$ cat src/rtl/gpt_ctrl_pkg.sv
// Shared types and defaults for the gpt adder controller.
package gpt_ctrl_pkg;

  localparam int GPT_WIDTH     = 64;
  localparam int GPT_MAX_WORDS = 4;

  typedef enum logic {
    ST_IDLE = 1'b0,
    ST_BUSY = 1'b1
  } state_e;

  typedef logic req_id_t;

  // Pick a requester; on contention the round-robin pointer decides.
  function automatic req_id_t rr_pick(input logic v0, input logic v1, input req_id_t prio);
    req_id_t id;
    if (v0 && v1) begin
      id = prio;
    end else if (v1) begin
      id = 1'b1;
    end else begin
      id = 1'b0;
    end
    return id;
  endfunction

endpackage

$ cat src/rtl/gpt_add_ctrl_gpt.sv
// Bitwise generate/propagate/toggle terms of two operands; purely combinational.
module gpt_add_ctrl_gpt #(
  parameter int WIDTH = 64
) (
  input  logic [WIDTH-1:0] a_i,
  input  logic [WIDTH-1:0] b_i,
  output logic [WIDTH-1:0] g_o,
  output logic [WIDTH-1:0] p_o,
  output logic [WIDTH-1:0] t_o
);

  assign g_o = a_i & b_i;
  assign p_o = a_i | b_i;
  assign t_o = a_i ^ b_i;

endmodule

$ cat src/rtl/gpt_add_ctrl.sv
// Two-requester multi-word adder on one shared gpt datapath; results registered, 1-cycle latency.
// Owner ready = !res_valid || res_ready; grant held for the whole transaction.
module gpt_add_ctrl
  import gpt_ctrl_pkg::*;
#(
  parameter int WIDTH     = GPT_WIDTH,
  parameter int MAX_WORDS = GPT_MAX_WORDS
) (
  input  logic             clk,
  input  logic             rst,
  input  logic             req0_valid,
  output logic             req0_ready,
  input  logic [WIDTH-1:0] req0_a,
  input  logic [WIDTH-1:0] req0_b,
  input  logic             req0_cin,
  input  logic             req0_last,
  input  logic             req1_valid,
  output logic             req1_ready,
  input  logic [WIDTH-1:0] req1_a,
  input  logic [WIDTH-1:0] req1_b,
  input  logic             req1_cin,
  input  logic             req1_last,
  output logic             res_valid,
  input  logic             res_ready,
  output logic [WIDTH-1:0] res_sum,
  output logic             res_cout,
  output logic             res_id,
  output logic             res_last,
  output logic             err
);

  localparam int CW = $clog2(MAX_WORDS + 1);

  state_e           state_q, state_d;
  req_id_t          owner_q, owner_d;
  req_id_t          rr_q, rr_d;
  logic [CW-1:0]    cnt_q, cnt_d;
  logic             carry_q, carry_d;

  logic             res_valid_q, res_valid_d;
  logic [WIDTH-1:0] res_sum_q, res_sum_d;
  logic             res_cout_q, res_cout_d;
  req_id_t          res_id_q, res_id_d;
  logic             res_last_q, res_last_d;
  logic             err_q, err_d;

  req_id_t          gnt_id;
  req_id_t          sel_id;
  logic             sel_valid;
  logic [WIDTH-1:0] sel_a;
  logic [WIDTH-1:0] sel_b;
  logic             sel_cin;
  logic             sel_last;
  logic             sel_ready;
  logic             out_free;
  logic             first;
  logic             accept;
  logic             force_end;
  logic             txn_end;
  logic [CW-1:0]    word_num;
  logic             cin_sel;

  logic [WIDTH-1:0] g;
  logic [WIDTH-1:0] p;
  logic [WIDTH-1:0] t;
  logic [WIDTH:0]   c;
  logic [WIDTH-1:0] sum;
  logic             cout;

  gpt_add_ctrl_gpt #(
    .WIDTH(WIDTH)
  ) u_gpt (
    .a_i(sel_a),
    .b_i(sel_b),
    .g_o(g),
    .p_o(p),
    .t_o(t)
  );

  // Request selection: in IDLE the arbiter picks, in BUSY the owner is locked.
  always_comb begin
    first     = (state_q == ST_IDLE);
    gnt_id    = rr_pick(req0_valid, req1_valid, rr_q);
    sel_id    = first ? gnt_id : owner_q;
    sel_valid = sel_id ? req1_valid : req0_valid;
    sel_a     = sel_id ? req1_a     : req0_a;
    sel_b     = sel_id ? req1_b     : req0_b;
    sel_cin   = sel_id ? req1_cin   : req0_cin;
    sel_last  = sel_id ? req1_last  : req0_last;
    out_free  = !res_valid_q || res_ready;
    sel_ready = out_free && !rst;
    req0_ready = sel_ready && (sel_id == 1'b0);
    req1_ready = sel_ready && (sel_id == 1'b1);
    accept    = sel_valid && sel_ready;
    word_num  = first ? CW'(1) : cnt_q + CW'(1);
    force_end = accept && !sel_last && (word_num == CW'(MAX_WORDS));
    txn_end   = accept && (sel_last || force_end);
    cin_sel   = first ? sel_cin : carry_q;
  end

  // Ripple carry over the shared gpt terms.
  always_comb begin
    c    = '0;
    c[0] = cin_sel;
    for (int i = 0; i < WIDTH; i++) begin
      c[i+1] = g[i] | (p[i] & c[i]);
    end
    sum  = t ^ c[WIDTH-1:0];
    cout = c[WIDTH];
  end

  always_comb begin
    state_d     = state_q;
    owner_d     = owner_q;
    rr_d        = rr_q;
    cnt_d       = cnt_q;
    carry_d     = carry_q;
    res_valid_d = res_valid_q && !res_ready;
    res_sum_d   = res_sum_q;
    res_cout_d  = res_cout_q;
    res_id_d    = res_id_q;
    res_last_d  = res_last_q;
    err_d       = force_end;

    if (accept) begin
      cnt_d       = word_num;
      carry_d     = cout;
      res_valid_d = 1'b1;
      res_sum_d   = sum;
      res_cout_d  = cout;
      res_id_d    = sel_id;
      res_last_d  = sel_last || force_end;
      if (first) begin
        owner_d = gnt_id;
        rr_d    = ~gnt_id;
      end
      state_d = txn_end ? ST_IDLE : ST_BUSY;
    end
  end

  always_ff @(posedge clk) begin
    if (rst) begin
      state_q     <= ST_IDLE;
      owner_q     <= 1'b0;
      rr_q        <= 1'b0;
      cnt_q       <= '0;
      carry_q     <= 1'b0;
      res_valid_q <= 1'b0;
      res_sum_q   <= '0;
      res_cout_q  <= 1'b0;
      res_id_q    <= 1'b0;
      res_last_q  <= 1'b0;
      err_q       <= 1'b0;
    end else begin
      state_q     <= state_d;
      owner_q     <= owner_d;
      rr_q        <= rr_d;
      cnt_q       <= cnt_d;
      carry_q     <= carry_d;
      res_valid_q <= res_valid_d;
      res_sum_q   <= res_sum_d;
      res_cout_q  <= res_cout_d;
      res_id_q    <= res_id_d;
      res_last_q  <= res_last_d;
      err_q       <= err_d;
    end
  end

  assign res_valid = res_valid_q;
  assign res_sum   = res_sum_q;
  assign res_cout  = res_cout_q;
  assign res_id    = res_id_q;
  assign res_last  = res_last_q;
  assign err       = err_q;

endmodule

$ cat config.mk
export PLATFORM = sky130hd
export DESIGN_NAME = gpt_add_ctrl
export DESIGN_NICKNAME = d
export VERILOG_FILES = /design/src/rtl/gpt_ctrl_pkg.sv /design/src/rtl/gpt_add_ctrl_gpt.sv /design/src/rtl/gpt_add_ctrl.sv
export SDC_FILE = /design/constraint.sdc
export NUM_CORES = 1
export LEC_CHECK = 0
export BUFFER_PORTS_ARGS = -buffer_cell sky130_fd_sc_hd__buf_2
export CORE_AREA = 10 10 122 124
export DETAILED_ROUTE_END_ITERATION = 8
export DIE_AREA = 0 0 132 134
export GPL_TIMING_DRIVEN = 0
export PLACE_DENSITY = 0.82
export SLEW_MARGIN = 20
export SYNTH_ARGS = -nofsm -noshare
export SYNTH_HDL_FRONTEND = slang
export SYNTH_SLANG_ARGS = --single-unit
$ cat constraint.sdc
create_clock -name clk -period 94.8 [get_ports clk]
set_input_delay 4.74 -clock clk [delete_from_list [all_inputs] [get_ports clk]]
set_output_delay 4.74 -clock clk [all_outputs]
set_load 0.03 [all_outputs]
==> results of run 1 <==
-- worst paths after layout --
check	start	endpoint	cells past startpoint
setup / recovery	req0_valid	res_sum[63]	73
hold / removal	res_sum[29]	res_sum[29]	2
setup reg to reg	state_q	res_sum[63]	73
hold reg to reg	res_sum[29]	res_sum[29]	2
-- layout make-up --
class                   count  area (µm²)  area share, %
plain buffers              41       180.2          2.322
clock buffers              10       239.0          3.080
clock inverters             5       150.1          1.935
inverters                   4       15.01         0.1935
multi-input cells         424        3807          49.06
flip-flops and latches     74        1481          19.09
well taps                 172       215.2          2.773
repair buffers            334        1672          21.54
-- kinds of logic after synthesis --
kind of cell    after synthesis  share of synthesized area [%]
buf+inv                      45                          3.559
compound gates               80                          8.328
mux                         131                          26.69
xor+xnor                      1                         0.1597
simple gates                147                          10.65
flops                        74                          27.01
fa+ha+maj                    65                          23.59
-- power breakdown --
| group | internal (µW) | total, µW | switching [µW] |
|---|---|---|---|
| combinational | 23.7 | 55.4 | 31.7 |
| sequential | 35.2 | 37.2 | 1.95 |
| clock | 31.6 | 44.5 | 12.9 |
| total | 90.6 | 137 | 46.5 |
-- flip-flops by register name, summed over array words and instances, names as in the netlist --
signal     flops
cnt_q          3
res_sum       64
res_cout       1
err            1
rr_q           1
res_valid      1
state_q        1
res_id         1
res_last       1
-- cell usage in the layout (no fill, tap or decap), types with 2 or more instances in the layout --
| master | n |
|---|---|
| a21oi_1 | 65 |
| dfxtp_1 | 74 |
| nand4b_1 | 2 |
| a211oi_1 | 4 |
| clkbuf_16 | 9 |
| nor3b_1 | 2 |
| clkbuf_1 | 22 |
| mux2i_1 | 9 |
| nor2_1 | 9 |
| mux2_2 | 122 |
| buf_2 | 351 |
| inv_1 | 4 |
| bufinv_16 | 5 |
| o21ai_0 | 3 |
| fa_1 | 64 |
| nor3_1 | 5 |
| a31o_2 | 2 |
| nand2_1 | 125 |
-- through the flow --
step | instances | cell area, µm² | power (µW)
after CTS | 1064 | 7760 | 138.5
after floorplan | 543 | 5484 | 74.73
after global placement | 1049 | 7371 | 92.67
after global routing | 1064 | 7760 | 145.3
after detailed placement | 1049 | 7371 | 93.70
final | 1064 | 7760 | 137.1
-- worst max-delay path: cells and delay by family --
family / cells / cell delay [ns]
adder cells (fa/ha/maj): 64 / 29.54
multiplexers: 1 / 0.40
AND/OR/NAND/NOR: 1 / 0.09
buffers and inverters: 5 / 1.09
AO/OA/AOI/OAI: 2 / 0.34
-- metal layers --
metal  track usage (%)  wire length [µm]  vias to the layer above
met1             23.81              7934                     2480
met5                 0                 0                        -
met2             40.47             10780                      220
met3             7.132              1536                       22
li1                  -                 -                     2525
met4             6.242               321                        0
==> impl_metrics.toml, run 1 <==
[global_route]
grt_antenna_before_repair = 0
grt_pass1_vias = 5898
grt.overflow.total = 0
grt_max_degree = 13
track_usage_pct = 22.09
grt_first_pass_wirelength_um = 31130

[worst_setup_path]
slowest_delay_ns = 0.53
r2r_slack_ns = 62.87
cp.arrival_ns = 36.18
end_kind = "register"
path_max_fanout = 10
cpMaxStageDelayCell = "fa_1"
start_kind = "primary input"
crit_required_ns = 95.04
path_common_cell = "fa_1"
worst-setup-path-type = "primary input to register"

[floorplan]
core_area_um2 = 12470
die_h_um = 134
dieArea_um2 = 17690
rows = 41
fp.dieW_um = 132
ioPinCount = 336
start_util_pct = 43.99

[final_layout]
drive_gt1_share_pct = 55.27
final_core_util_pct = 62.25
nets = 1218
n_antenna_cell = 0
fill_cells = 1102
syn_to_final_growth_pct = 41.50

[synthesis]
syn_area_per_cell_um2 = 10.10
synth_warnings = 0
syn-num-nets = 873
synth_top_area_share_pct = 27.01
yosysTopAreaCell = "dfxtp_1"
synth_seq_cells = 74
ys_seq_area_share_pct = 27.01
ys_async_sr_fraction_pct = 0
synthTopCellsByCount = "125 x nand2_1, 122 x mux2_2, 74 x dfxtp_1"
yosysMostFrequentCell = "nand2_1"
yosysUniqueCellTypes = 30
synth_ff_type = "dfxtp_1"
synth_edf_count = 0
syn_area_um2 = 5484
synth_area_leaders = "dfxtp_1 27%, mux2_2 25%, fa_1 23%"
syn_inst = 543

[job]
cap_viol_max_count = 0

[drt]
via_count = 5247
post-route-drc-count = 0
vias_per_cell = 4.931
wire_per_inst_um = 19.33
ant_nets = 0
finalWirelength_um = 20570
first_pass_iters = 5
first_iter_violations = 236

[hold_path]
worst_hold_path_type = "register to register"

[clock_network]
postCtsSetupBuffers = 0
cts_buffers = 9
clk_pin_slew_ns = 0.06
cts_buffer_depth = 2
worstSkewPairLatency_ns = 0.33
ctsHtreeMaxLevel = 3
cts_tree = "yes"
clock-sinks = 74
clockRootBuffer = "clkbuf_16"
ctsHoldBuffers = 0
cts_resized = 0

[outcome]
run_status = "finished, final reports clean"

[timing]
setup_slack_ns = 58.86
fin_crit_ns = 35.94
worst_pin_slew_ns = 0.6358
fin_crit_sh_pct = 37.91
holdWs_ns = 0.4489
report.final.setup_viol = 0
slew_violations = 0
fmax_mhz = 27.82
rsz0062_at_grt = "no"
worst_slew_margin_rel_pct = 57.61
final.setup_skew_ns = 0.008609
setup_tns_ns = 0
hold_viol_final = 0

[power]
power_per_cell_area_nw_per_um2 = 17.67
power_leakage_uw = 0.003601
max-vdd-ir-drop_mv = 0.009528

[placement]
gp_congestion = 0.8290
dp_hpwl_um = 17490
portBuffers = 334
pre_cts_ws_ns = 58.25
No activity file was read; power rests on OpenSTA's default activity.
==> run 2, diff against run 1 <==
--- a/config.mk
+++ b/config.mk
@@ -5,12 +5,14 @@
 export SDC_FILE = /design/constraint.sdc
 export NUM_CORES = 1
 export LEC_CHECK = 0
+export ABC_AREA = 1
 export BUFFER_PORTS_ARGS = -buffer_cell sky130_fd_sc_hd__buf_2
-export CORE_AREA = 10 10 122 124
+export CORE_ASPECT_RATIO = 0.9
+export CORE_MARGIN = 10
+export CORE_UTILIZATION = 45
 export DETAILED_ROUTE_END_ITERATION = 8
-export DIE_AREA = 0 0 132 134
 export GPL_TIMING_DRIVEN = 0
-export PLACE_DENSITY = 0.82
+export PLACE_DENSITY = 0.83
 export SLEW_MARGIN = 20
 export SYNTH_ARGS = -nofsm -noshare
 export SYNTH_HDL_FRONTEND = slang
==> constraint.sdc (replaced) <==
create_clock -name clk -period 36.7 [get_ports clk]
set_input_delay 1.835 -clock clk [delete_from_list [all_inputs] [get_ports clk]]
set_output_delay 1.835 -clock clk [all_outputs]
set_load 0.03 [all_outputs]
==> impl_metrics.toml, run 2 <==
[synthesis]
ys_async_sr_fraction_pct = 0
synth_top_area_share_pct = 26.34
ys_seq_area_share_pct = 26.34
yosysUniqueCellTypes = 26
syn_area_per_cell_um2 = 6.884
synthTopCellsByCount = "378 x nand2_1, 139 x nor2_1, 74 x dfxtp_1"
synth_seq_cells = 74
yosysTopAreaCell = "dfxtp_1"
syn-num-nets = 1147
synth_warnings = 0
synth_ff_type = "dfxtp_1"
synth_area_leaders = "dfxtp_1 26%, nand2_1 25%, fa_1 23%"
yosysMostFrequentCell = "nand2_1"
syn_inst = 817
syn_area_um2 = 5624
synth_edf_count = 0

[final_layout]
syn_to_final_growth_pct = 39.04
final_common_cell = "nand2_1"
largest_register_ffs = 64
final_core_util_pct = 64.50
nets = 1493
fill_cells = 1135
layout_common_cells = "378 x nand2_1, 351 x buf_2, 139 x nor2_1"
drive_gt1_share_pct = 33.25
n_antenna_cell = 0

[clock_network]
cts_buffer_depth = 2
clk_pin_slew_ns = 0.06
cts_resized = 0
cts_tree = "yes"
cts_buffers = 9
ctsHoldBuffers = 0
clock-sinks = 74
worstSkewPairLatency_ns = 0.33
postCtsSetupBuffers = 0
clockRootBuffer = "clkbuf_16"
ctsHtreeMaxLevel = 3

[timing]
report.final.setup_viol = 0
rsz0062_at_grt = "no"
fmax_mhz = 30.50
worst_slew_margin_rel_pct = 58.20
fin_crit_sh_pct = 89.32
worst_pin_slew_ns = 0.6270
fin_crit_ns = 32.78
hold_viol_final = 0
holdWs_ns = 0.4912
setup_tns_ns = 0
slew_violations = 0
final.setup_skew_ns = 0.008377

[worst_setup_path]
path_common_cell = "fa_1"
critPathBufInv = 6
cpMaxStageDelayCell = "fa_1"
end_kind = "register"
slowest_delay_ns = 0.52
path_max_fanout = 10
cp.arrival_ns = 33.05
worst-setup-path-type = "primary input to register"
worst_path_dominant_cell_family = "adder cells"
crit_required_ns = 36.97
start_kind = "primary input"

[power]
swShare_pct = 38.29
power_leakage_uw = 0.004474
clkPwrFrac_pct = 28.5
p_int_uw = 204.9
p_sw_uw = 127.2
power_per_cell_area_nw_per_um2 = 42.47
seq_power_share_pct = 28.4
max-vdd-ir-drop_mv = 0.02445
p_comb_share_pct = 43.0

[floorplan]
start_util_pct = 46.39
rows = 38
die_h_um = 126.1
ioPinCount = 336
core_area_um2 = 12120
fp.dieW_um = 137.8
dieArea_um2 = 17380

[global_route]
grt_antenna_before_repair = 0
grt.overflow.total = 0
track_usage_pct = 25.22
grt_pass1_vias = 6576
grt_first_pass_wirelength_um = 34510
grt_max_degree = 13

[drt]
finalWirelength_um = 22800
wire_per_inst_um = 17.18
vias_per_cell = 4.760
via_count = 6316
first_iter_violations = 292
first_pass_iters = 5
ant_nets = 0
post-route-drc-count = 0

[job]
cap_viol_max_count = 0

[hold_path]
worst_hold_path_type = "register to register"

[placement]
dp_hpwl_um = 19200
gp_congestion = 0.9390
portBuffers = 335

[outcome]
run_status = "finished, final reports clean"
run 2: cell count changes after synthesis, sizes merged, moves of 3 or more:
cell,delta
nor3,-4
a21oi,-57
mux2,-122
mux2i,-3
a211oi,-4
nand3,+6
nand2,+255
inv,+12
nor2,+130
o21ai,+66
buf,+12
clkbuf,-4
run 2: final timing paths:
kind / cells after the start / endpoint / slack [ns] / from
worst max-delay path: 77 / res_sum[63] / 3.92 / req0_valid
worst max register to register: 75 / res_sum[63] / 4.98 / state_q
worst min register to register: 2 / res_last / 0.49 / res_last
worst min-delay path: 2 / res_last / 0.49 / res_last
run 2: cell type report:
cell class	instances	area, µm²	area share (%)
repair buffers	335	1677	21.44
clock buffers	11	242.7	3.104
clock inverters	4	76.32	0.9760
plain buffers	49	286.5	3.664
inverters	16	60.06	0.7680
flip-flops and latches	74	1481	18.94
multi-input cells	678	3796	48.54
well taps	160	200.2	2.560
run 2: power groups by stage:
stage	registers (µW)	clock network [µW]	logic, µW
finish	94.5	94.8	143
global route	95.4	99.0	161
floorplan	113	0	76.1
detailed placement	95.9	0	143
CTS	94.3	95.5	144
global placement	95.5	0	141
run 2: cell families (layout without fill, tap and decap cells):
family	count (synthesis)	count (layout)	share of synthesized area, %
xor+xnor	1	1	0.1558
fa+ha+maj	65	65	23.00
mux	6	6	1.068
buf+inv	65	415	6.163
flops	74	74	26.34
compound gates	78	78	7.119
simple gates	528	528	36.15
run 2: tightest hold or removal path: stages (launching register included):
cell and delay [ns]:
dfxtp_1 0.31, nand3_1 0.07, a21oi_1 0.06
run 2: metrics by stage:
step	power, µW	setup slack [ns]	instance area (µm²)	instances
floorplan	189.1	5.410	5624	817
global placement	237.0	3.519	7501	1312
detailed placement	239.3	3.527	7501	1312
CTS	333.7	3.748	7820	1327
global route	355.9	2.839	7820	1327
finish	332.1	3.918	7820	1327
run 2: metal layers:
metal	routed length, µm	vias up	GRT usage (%)
met5	0	-	0
li1	-	3192	-
met3	1951	33	6.955
met1	9232	2811	29.63
met2	11180	280	44.14
met4	429	0	6.070
